--- src/rtl/ordering_tx.sv ---
// Reads one replica's city ordering from RAM and streams it as 64-bit words, 8 cities per word.
// Latency: start -> first word valid 10 cycles later. Backpressure: ordering_read low holds the output word; at most one further word is assembled.
module ordering_tx #(
    parameter  int NCITY    = 31,
    parameter  int NREPLICA = 32,
    localparam int CW       = $clog2(NCITY),
    localparam int RW       = $clog2(NREPLICA)
) (
    input  logic                 clk,
    input  logic                 reset,
    input  logic                 start,
    input  logic [RW-1:0]        replica_sel,
    output logic                 busy,
    output logic                 done,
    output logic                 ram_re,
    output logic [RW+CW-1:0]     ram_raddr,
    input  logic [7:0]           ram_rdata,
    input  logic                 ordering_read,
    output logic                 ordering_ready,
    output logic [7:0][7:0]      ordering_rdata
);

    localparam int NFULL = NCITY / 8;
    localparam int NREM  = NCITY % 8;
    localparam int NWORD = NFULL + 1;
    localparam int WW    = $clog2(NWORD + 1);
    localparam logic [WW-1:0] LAST_W = WW'(NWORD - 1);

    typedef enum logic [2:0] {S_IDLE, S_FILL, S_LAND, S_PUSH, S_DRAIN} state_t;

    function automatic logic [3:0] word_cnt(input logic [WW-1:0] w);
        return (int'(w) < NFULL) ? 4'd8 : 4'(NREM);
    endfunction

    state_t            r_state;
    logic [RW-1:0]     r_rep;
    logic [WW-1:0]     r_word;
    logic [CW-1:0]     r_city;
    logic [3:0]        r_j;
    logic              r_ram_re;
    logic [RW+CW-1:0]  r_ram_raddr;
    logic              r_rd_vld;
    logic [2:0]        r_rd_slot;
    logic [7:0][7:0]   r_asm;
    logic              r_asm_full;
    logic [7:0][7:0]   r_out;
    logic              r_out_full;
    logic              r_out_last;
    logic              r_done;

    logic              w_xfer;
    logic              w_out_free;
    logic              w_move;
    logic [WW-1:0]     w_nxt_word;
    logic [7:0][7:0]   w_asm_cap;

    assign w_xfer     = r_out_full & ordering_read;
    assign w_out_free = !r_out_full || w_xfer;
    assign w_move     = w_out_free && ((r_state == S_LAND) || (r_state == S_PUSH && r_asm_full));
    assign w_nxt_word = r_word + WW'(1);

    // Low address bits equal the byte slot, so returning data lands without a separate tag.
    always_comb begin
        w_asm_cap = r_asm;
        if (r_rd_vld) w_asm_cap[3'd7 - r_rd_slot] = ram_rdata;
    end

    assign ordering_ready = w_xfer;
    assign ordering_rdata = r_out;
    assign busy           = (r_state != S_IDLE);
    assign done           = r_done;
    assign ram_re         = r_ram_re;
    assign ram_raddr      = r_ram_raddr;

    always_ff @(posedge clk or negedge reset) begin
        if (!reset) begin
            r_state     <= S_IDLE;
            r_rep       <= '0;
            r_word      <= '0;
            r_city      <= '0;
            r_j         <= '0;
            r_ram_re    <= 1'b0;
            r_ram_raddr <= '0;
            r_rd_vld    <= 1'b0;
            r_rd_slot   <= '0;
            r_asm       <= '0;
            r_asm_full  <= 1'b0;
            r_out       <= '0;
            r_out_full  <= 1'b0;
            r_out_last  <= 1'b0;
            r_done      <= 1'b0;
        end else begin
            r_done    <= 1'b0;
            r_rd_vld  <= r_ram_re;
            r_rd_slot <= r_ram_raddr[2:0];
            r_asm     <= w_asm_cap;
            if (w_xfer) r_out_full <= 1'b0;
            if (w_move) begin
                r_out      <= w_asm_cap;
                r_out_full <= 1'b1;
                r_out_last <= (r_word == LAST_W);
                r_asm      <= '0;
            end
            case (r_state)
                S_IDLE: begin
                    if (start) begin
                        r_rep       <= replica_sel;
                        r_word      <= '0;
                        r_asm       <= '0;
                        r_asm_full  <= 1'b0;
                        r_ram_re    <= 1'b1;
                        r_ram_raddr <= {replica_sel, {CW{1'b0}}};
                        r_city      <= CW'(1);
                        r_j         <= 4'd1;
                        r_state     <= S_FILL;
                    end
                end
                S_FILL: begin
                    if (r_j < word_cnt(r_word)) begin
                        r_ram_raddr <= {r_rep, r_city};
                        r_city      <= r_city + CW'(1);
                        r_j         <= r_j + 4'd1;
                    end else begin
                        r_ram_re <= 1'b0;
                        r_state  <= S_LAND;
                    end
                end
                S_LAND: begin
                    r_asm_full <= !w_out_free;
                    r_state    <= S_PUSH;
                end
                S_PUSH: begin
                    if (!r_asm_full || w_out_free) begin
                        r_asm_full <= 1'b0;
                        if (r_word == LAST_W) begin
                            r_state <= S_DRAIN;
                        end else begin
                            r_word <= w_nxt_word;
                            // A city count that is a multiple of 8 still ends with an empty word.
                            if (word_cnt(w_nxt_word) == 4'd0) begin
                                r_asm_full <= 1'b1;
                            end else begin
                                r_ram_re    <= 1'b1;
                                r_ram_raddr <= {r_rep, r_city};
                                r_city      <= r_city + CW'(1);
                                r_j         <= 4'd1;
                                r_state     <= S_FILL;
                            end
                        end
                    end
                end
                default: ;
            endcase
            if (w_xfer && r_out_last) begin
                r_out_last <= 1'b0;
                r_done     <= 1'b1;
                r_state    <= S_IDLE;
            end
        end
    end

endmodule

--- config.mk ---
export PLATFORM = sky130hd
export DESIGN_NAME = ordering_tx
export DESIGN_NICKNAME = d
export VERILOG_FILES = /design/src/rtl/ordering_tx.sv
export SDC_FILE = /design/constraint.sdc
export NUM_CORES = 1
export LEC_CHECK = 0
export BUFFER_PORTS_ARGS = -buffer_cell sky130_fd_sc_hd__buf_2
export CAP_MARGIN = 0
export CORE_ASPECT_RATIO = 0.9
export CORE_MARGIN = 4
export CORE_UTILIZATION = 60
export DETAILED_ROUTE_END_ITERATION = 10
export GPL_TIMING_DRIVEN = 1
export PLACE_DENSITY = 0.83
export SETUP_SLACK_MARGIN = 0.5
export SLEW_MARGIN = 20
export SYNTH_ARGS = -nofsm -noshare
export SYNTH_HDL_FRONTEND = slang
export SYNTH_SLANG_ARGS = --single-unit
--- constraint.sdc ---
create_clock -name clk -period 4.7 [get_ports clk]
set_input_delay 0.705 -clock clk [delete_from_list [all_inputs] [get_ports clk]]
set_output_delay 0.705 -clock clk [all_outputs]
set_load 0.02 [all_outputs]
==> metrics.md, run 1 <==
| Metric | Value |
|---|---|
| M1 WL | 6.27 mm |
| CTS Hold Bufs | 0 |
| WS Path Type | register to register |
| Worst-Skew Late Latency | 0.43 ns |
| Die X | 121 um |
| Grt total ovfl | 0 |
| Sequential Area | 0.00418 mm2 |
| Number of global-route vias before repair | 4,935 |
| Number of synthesized flops with an enable pin | 0 |
| Root buffer cell | clkbuf_16 |
| Setup crit start kind | register |
| Antenna Cells | 0 |
| R2R cell count | 6 |
| Vias per cell | 5.72 |
| Syn Area/Cell | 11.0 um2 |
| Prevailing post-synth register cell | dfrtp_1 |
| Htree depth | 4 |
| Longest Clk Path Bufs | 2 |
| Final Power | 0.00546 W |
| Filler Cells Inserted | 798 |
| CTS buffer count | 17 |
| Clock share of power | 24.8% |
| Final nets | 721 |
| Vias | 4,929 |
| CTS tree | done |
| Unrepaired setup endpoints after global routing | false |
| Final Critical Period | 2.46 ns |
| Crit share post-route | 52.2% |
| Clock Sinks | 167 |
| Maxcap violations | 0 |
| Post-place setup slack | 2.06 ns |
| Post-route DRC | 0 |
| Clock Skew | 0.00745 ns |
| Starting DRT DRC Count | 515 |
| Routability cong. | 0.876 |
| CORE AREA | 0.0110 mm2 |
| Switch Pwr | 0.00208 W |
| Cell Int Power | 0.00338 W |
| Final hold viol count | 0 |
| Area Growth Syn to Fin | 15.7% |
| Post-synthesis cell type count | 47 |
| Sequential element share of the synthesized area | 60.9% |
| Critical Path Sink Type | register |
| Worst Max-Slew Pin Slew | 0.940 ns |
| Starting Density | 62.5% |
| Gate power share | 34.3% |
| Final Max Slew Viols | 0 |
| Final setup TNS | 0 ns |
| Async set-reset flop share out of synthesis | 100% |
| IO Pins | 95 |
| Multi-input gate area | 0.00245 mm2 |
| Status | complete, no violations |
| Reg clk slew, reported paths | 0.06 ns |
| Post-CTS Repair Setup Buffers | 0 |
| Worst-path fanout max | 76 |
| Syn Inst Count | 622 |
| Mapped Area | 0.00687 mm2 |
| Slew Limit Headroom | 37.3% |
| Setup violations, final | 0 |
| Drt pass-1 iters | 5 |
| Switching Share | 38.2% |
| Fmax | 407 MHz |
| Share of cells above drive strength 1 | 21.2% |
| Worst EP required | 5.00 ns |
| Routed wire per std cell | 17.4 um |
| Setup slack after layout | 2.24 ns |
| DR WL met2 | 7.56 mm |
| DRT antenna net count | 0 |
| First-pass GRT wire length | 24.6 mm |
| Largest net degree at the start of global routing | 107 |
| Pwr/cell area | 687 mW/mm2 |
| Met3 WL | 783 um |
| Final wirelength | 15.0 mm |
| Post-CTS resize count | 0 |
| Number of port buffers | 94 |
| Gr usage total | 24.1% |
| Synth Warn # | 0 |
| Die ar. | 0.0132 mm2 |
| Critical path arrival | 2.76 ns |
| Antenna violations before repair | 0 |
| Reg2Reg Setup Slack | 2.24 ns |
| Reg power frac | 40.8% |
| Worst Hold Class | input pin to async pin |
| HPWL after DPL | 9.82 mm |
| Max VDD drop | 0.000307 V |
| Leak pwr | 4.17 nW |
| Die Span Y | 109 um |
| Mapped Nets | 646 |
| # rows | 36 |
| Yosys reg bits | 167 |
| Uppermost routed layer | met4 |
==> power by group through the flow <==
stage	combinational, W	clock, W	sequential [W]
after floorplan	0.00120	0	0.00246
after global placement	0.00180	0	0.00221
after detailed placement	0.00188	0	0.00224
after CTS	0.00189	0.00137	0.00222
after global routing	0.00207	0.00144	0.00229
final	0.00187	0.00136	0.00223
==> worst max-delay path, stage by stage (launching register included) <==
cell and delay, ns:
dfrtp_1 0.55, or2b_1 0.28, nand4_1 0.09, buf_4 0.54, buf_4 0.52, mux2i_1 0.24
nor2_1 0.05
==> metal layers <==
metal | GRT usage, % | up-vias
li1 | - | 2264
met1 | 30.6 | 2481
met2 | 40.1 | 147
met3 | 5.97 | 37
met4 | 10.1 | 0
met5 | 0 | -
==> cells by family (layout without fill, tap and decap cells) <==
logic type / Yosys count / in the layout / synth area share [%]
buf+inv: 51 / 138 / 3.52
fa+ha+maj: 7 / 7 / 1.28
xor+xnor: 2 / 2 / 0.255
simple gates: 195 / 195 / 12.7
flops: 167 / 167 / 60.9
mux: 76 / 76 / 11.2
compound gates: 124 / 124 / 10.2
==> Yosys cell counts, types with 3 or more instances <==
library cell	instances	share of area [%]
nand4_1	5	0.46
inv_1	6	0.33
nand2b_1	4	0.36
ha_1	7	1.3
o21ai_1	4	0.29
nand3_1	3	0.22
buf_6	3	0.49
dfrtp_1	167	61
o41ai_1	3	0.38
o21ai_0	88	6.4
nand4b_1	3	0.38
clkbuf_2	3	0.22
nor2_1	76	4.2
mux2_2	6	0.98
nand2_1	84	4.6
buf_1	5	0.27
or3_1	3	0.27
a21oi_1	12	0.87
buf_2	19	1.4
mux2i_1	70	10
nor3b_1	4	0.44
clkbuf_1	15	0.82
==> cell usage in the layout (no fill, tap or decap), types with 3 or more instances in the layout <==
cell and instances:
a21oi_1 12, buf_2 93, buf_4 7, clkbuf_16 17, clkinv_2 3, dfrtp_1 167
ha_1 7, inv_1 6, mux2_2 6, mux2i_1 70, nand2_1 83, nand2b_1 4
nand3_1 3, nand4_1 5, nand4b_1 3, nor2_1 76, nor3b_1 4, o21ai_0 88
o21ai_1 4, o41ai_1 3, or3_1 3
==> per-stage QoR <==
stage	util [%]	hold WS, ns	instances	instance area [um2]
after global routing	72.3	0.451	861	7940
after floorplan	-	0.409	622	6870
after global placement	67.1	0.424	830	7370
final	72.3	0.361	861	7940
after detailed placement	67.1	0.435	830	7370
after CTS	72.3	0.436	861	7940
==> state kept, by name, summed over array words and instances (netlist names), 3 cells and up <==
| register | count |
|---|---|
| ram_raddr | 10 |
| r_city | 5 |
| r_word | 3 |
| r_rd_slot | 3 |
| r_state | 3 |
| r_j | 4 |
| r_rep | 5 |
| r_asm | 64 |
| ordering_rdata | 64 |
==> final cells by class <==
class / instances / area share, %
clock buffer: 20 / 5.62
clock inverter: 11 / 1.58
inverter: 6 / 0.284
multi-input combinational: 404 / 30.8
sequential: 167 / 52.6
tap: 152 / 2.39
timing repair buffer: 101 / 6.66
==> path summary, 6_finish.rpt <==
check / from / to
setup / recovery: r_state[0] / r_out_last
max in group asynchronous: reset / ordering_rdata[28]
hold reg to reg: ram_raddr[0] / r_rd_slot[0]
min in group clk: ram_raddr[0] / r_rd_slot[0]
hold / removal: reset / ordering_rdata[50]
setup reg to reg: r_state[0] / r_out_last
Power figures use the tool's default switching activity.
==> inputs of run 2 (changes only) <==
--- a/config.mk
+++ b/config.mk
@@ -5,14 +5,15 @@
 export SDC_FILE = /design/constraint.sdc
 export NUM_CORES = 1
 export LEC_CHECK = 0
+export ABC_AREA = 1
 export BUFFER_PORTS_ARGS = -buffer_cell sky130_fd_sc_hd__buf_2
 export CAP_MARGIN = 0
 export CORE_ASPECT_RATIO = 0.9
 export CORE_MARGIN = 4
-export CORE_UTILIZATION = 60
+export CORE_UTILIZATION = 52
 export DETAILED_ROUTE_END_ITERATION = 10
 export GPL_TIMING_DRIVEN = 1
-export PLACE_DENSITY = 0.83
+export PLACE_DENSITY = 0.76
 export SETUP_SLACK_MARGIN = 0.5
 export SLEW_MARGIN = 20
 export SYNTH_ARGS = -nofsm -noshare
==> constraint.sdc (replaced) <==
create_clock -name clk -period 2.15 [get_ports clk]
set_input_delay 0.3225 -clock clk [delete_from_list [all_inputs] [get_ports clk]]
set_output_delay 0.3225 -clock clk [all_outputs]
set_load 0.02 [all_outputs]
==> metrics.md, run 2 <==
| Metric | Value |
|---|---|
| WS Path Type | register to register |
| Worst Hold Class | input pin to register |
| CP Depth | 7 |
| Slowest cell on crit path | dfrtp_1 |
| Critical Path Sink Type | register |
| Final Max Slew Viols | 0 |
| Vias | 5,793 |
| Worst EP required | 2.51 ns |
| Count leader, synth | nand2_1 |
| CTS buffer count | 17 |
| Vias per cell | 5.25 |
| Longest Clk Path Bufs | 2 |
| Routability cong. | 0.885 |
| Cell Int Power | 0.00694 W |
| Root buffer cell | clkbuf_16 |
| Post-synthesis cell type count | 28 |
| Reg power frac | 41.9% |
| Starting Density | 53.1% |
| Routed wire per std cell | 15.9 um |
| Final instance area | 0.00897 mm2 |
| Clock Skew | 0.00809 ns |
| CTS tree | done |
| Reg2reg end | r_j[3] |
| Synth Warn # | 0 |
| Die X | 131 um |
| Synth area leaders | dfrtp_1, nand2_1, nor2_1 |
| Unrepaired setup endpoints after global routing | true |
| Final nets | 946 |
| Commonest non-fill, non-tap cell in the layout | nand2_1 |
| Critical path's largest stage delay | 0.44 ns |
| Fmax | 587 MHz |
| Mapped Nets | 837 |
| Clock Sinks | 167 |
| Worst-path fanout max | 5 |
| Grt total ovfl | 0 |
| Post-synth top area cell | dfrtp_1 |
| Die ar. | 0.0156 mm2 |
| Crit share post-route | 79.2% |
| Largest net degree at the start of global routing | 62 |
| Final wirelength | 17.5 mm |
| Post-place setup slack | 0.242 ns |
| First-pass GRT wire length | 27.1 mm |
| Number of port buffers | 94 |
| Prevailing post-synth register cell | dfrtp_1 |
| Mapped Area | 0.00709 mm2 |
| Cell breakdown of the critical path | inv_2 > nand2_4 > buf_12 > nor2_4 > inv_1 > or2_2 > o21ai_2 |
| # rows | 40 |
| Reg-to-reg critical path startpoint | r_state[2] |
| Reg clk slew, reported paths | 0.06 ns |
| DRT antenna net count | 0 |
| Switching Share | 34.5% |
| WP buf/inv | 3 |
| Async set-reset flop share out of synthesis | 100% |
| Status | complete, no violations |
| Critical path arrival | 2.07 ns |
| Syn Inst Count | 813 |
| Setup slack after layout | 0.447 ns |
| Setup violations, final | 0 |
| HPWL after DPL | 9.94 mm |
| Cell family with most CP delay | simple AND/OR/NAND/NOR gates |
| CORE AREA | 0.0134 mm2 |
| Synth top area share | 58.9% |
| Htree depth | 4 |
| Share of cells above drive strength 1 | 26.4% |
| Final setup TNS | 0 ns |
| Slew Limit Headroom | 62.1% |
| Switch Pwr | 0.00365 W |
| Clock share of power | 28.7% |
| Gate power share | 29.4% |
| Antenna violations before repair | 0 |
| Filler Cells Inserted | 1,031 |
| Die Span Y | 119 um |
| Post-route DRC | 0 |
| R2R cell count | 7 |
| Final hold viol count | 0 |
| Area Growth Syn to Fin | 26.4% |
| Leak pwr | 4.70 nW |
| Fin Hold WS | 0.128 ns |
| Syn Area/Cell | 8.73 um2 |
| Crit path from | r_state[2] |
| Yosys reg bits | 167 |
| Gr usage total | 21.6% |
| Worst-Skew Late Latency | 0.44 ns |
| Area of placed instances | 0.00772 mm2 |
| Worst Max-Slew Pin Slew | 0.569 ns |
| Critical Path End | r_j[3] |
| Drt pass-1 iters | 7 |
| Final Critical Period | 1.70 ns |
| Most frequent cells in the layout | nand2_1, dfrtp_1, nor2_1, buf_2, o21ai_0 |
| Number of synthesized flops with an enable pin | 0 |
| Pwr/cell area | 1180 mW/mm2 |
| Sequential element share of the synthesized area | 58.9% |
| Reg2Reg Setup Slack | 0.45 ns |
| Starting DRT DRC Count | 438 |
| Max VDD drop | 0.000681 V |
| Setup crit start kind | register |
| IO Pins | 95 |
| Top cells by count, synth | nand2_1, dfrtp_1, nor2_1 |
| Maxcap violations | 0 |
| Antenna Cells | 0 |
| Number of global-route vias before repair | 5,444 |
[run 2: cell types whose count changed after synthesis, sizes merged, moves of 5 or more]
cell    change
nand4       -5
a21oi      +15
nand3       +9
clkbuf      -5
o21ai      -12
nand2     +241
mux2i      -66
inv        +25
nor2       +26
or2         +5
[run 2: power by group through the flow]
stage                     registers, W  logic, W  clock network [W]
after floorplan                0.00485   0.00144                  0
after global placement         0.00441   0.00260                  0
after detailed placement       0.00444   0.00267                  0
after CTS                      0.00440   0.00286            0.00306
after global routing           0.00454   0.00346            0.00320
final                          0.00443   0.00311            0.00304
[run 2: through the flow]
step	total power, W	utilization (%)	std cells
detailed placement	0.00711	57.8	1048
finish	0.0106	67.1	1103
floorplan	0.00628	-	813
CTS	0.0103	64.0	1088
global placement	0.00701	57.8	1048
global route	0.0112	67.1	1103
[run 2: per-layer routing]
metal / part of all wire [%] / GRT usage, %
met1: 43 / 29.7
met2: 47 / 32.9
met3: 7.1 / 5.49
met4: 2.3 / 9.71
met5: 0 / 0
[run 2: cell families (layout without fill, tap and decap cells)]
family          Yosys count  in the layout  share of synthesized area (%)
fa+ha+maj                 7              7                           1.23
xor+xnor                  3              3                          0.370
simple gates            447            452                           24.9
flops                   167            167                           58.9
buf+inv                  68            185                           4.29
mux                       8              8                           1.20
compound gates          113            113                           9.07
[run 2: tightest hold or removal path: cells and delay by family]
family	cells	cell delay (ns)
buffers and inverters	1	0.08
and+or+nand+nor	1	0.05
AOI/OAI and AO/OA	1	0.07
[run 2: what timing repair did]
| item | CTS | global route |
|---|---|---|
| pin swaps | 6 | 22 |
| endpoints found under the setup margin | 52 | 155 |
| gates cloned | 4 | 4 |
| setup buffers | 3 | 11 |
| hold buffers | 1 | 0 |
| gates resized for setup | 32 | 75 |
| hold endpoints to repair | 58 | 0 |
[run 2: area by class of cell]
| class | instances | area [um2] | area share, % |
|---|---|---|---|
| flip-flops and latches | 167 | 4180 | 46.6 |
| clock buffers | 24 | 492 | 5.48 |
| well taps | 168 | 210 | 2.34 |
| multi-input cells | 583 | 2970 | 33.1 |
| inverters | 31 | 126 | 1.41 |
| repair buffers | 122 | 893 | 9.96 |
| clock inverters | 8 | 95.1 | 1.06 |
[run 2: how the worst min path moves through the flow]
stage                               from                 end  slack (ns)  cells past startpoint
after floorplan                    reset                done        0.03                      0
after global placement             reset  ordering_rdata[56]        0.34                      1
after detailed placement           reset  ordering_rdata[58]        0.34                      1
after CTS                 replica_sel[4]            r_rep[4]        0.13                      3
after global routing      replica_sel[4]            r_rep[4]        0.14                      3
final                     replica_sel[4]            r_rep[4]        0.13                      3
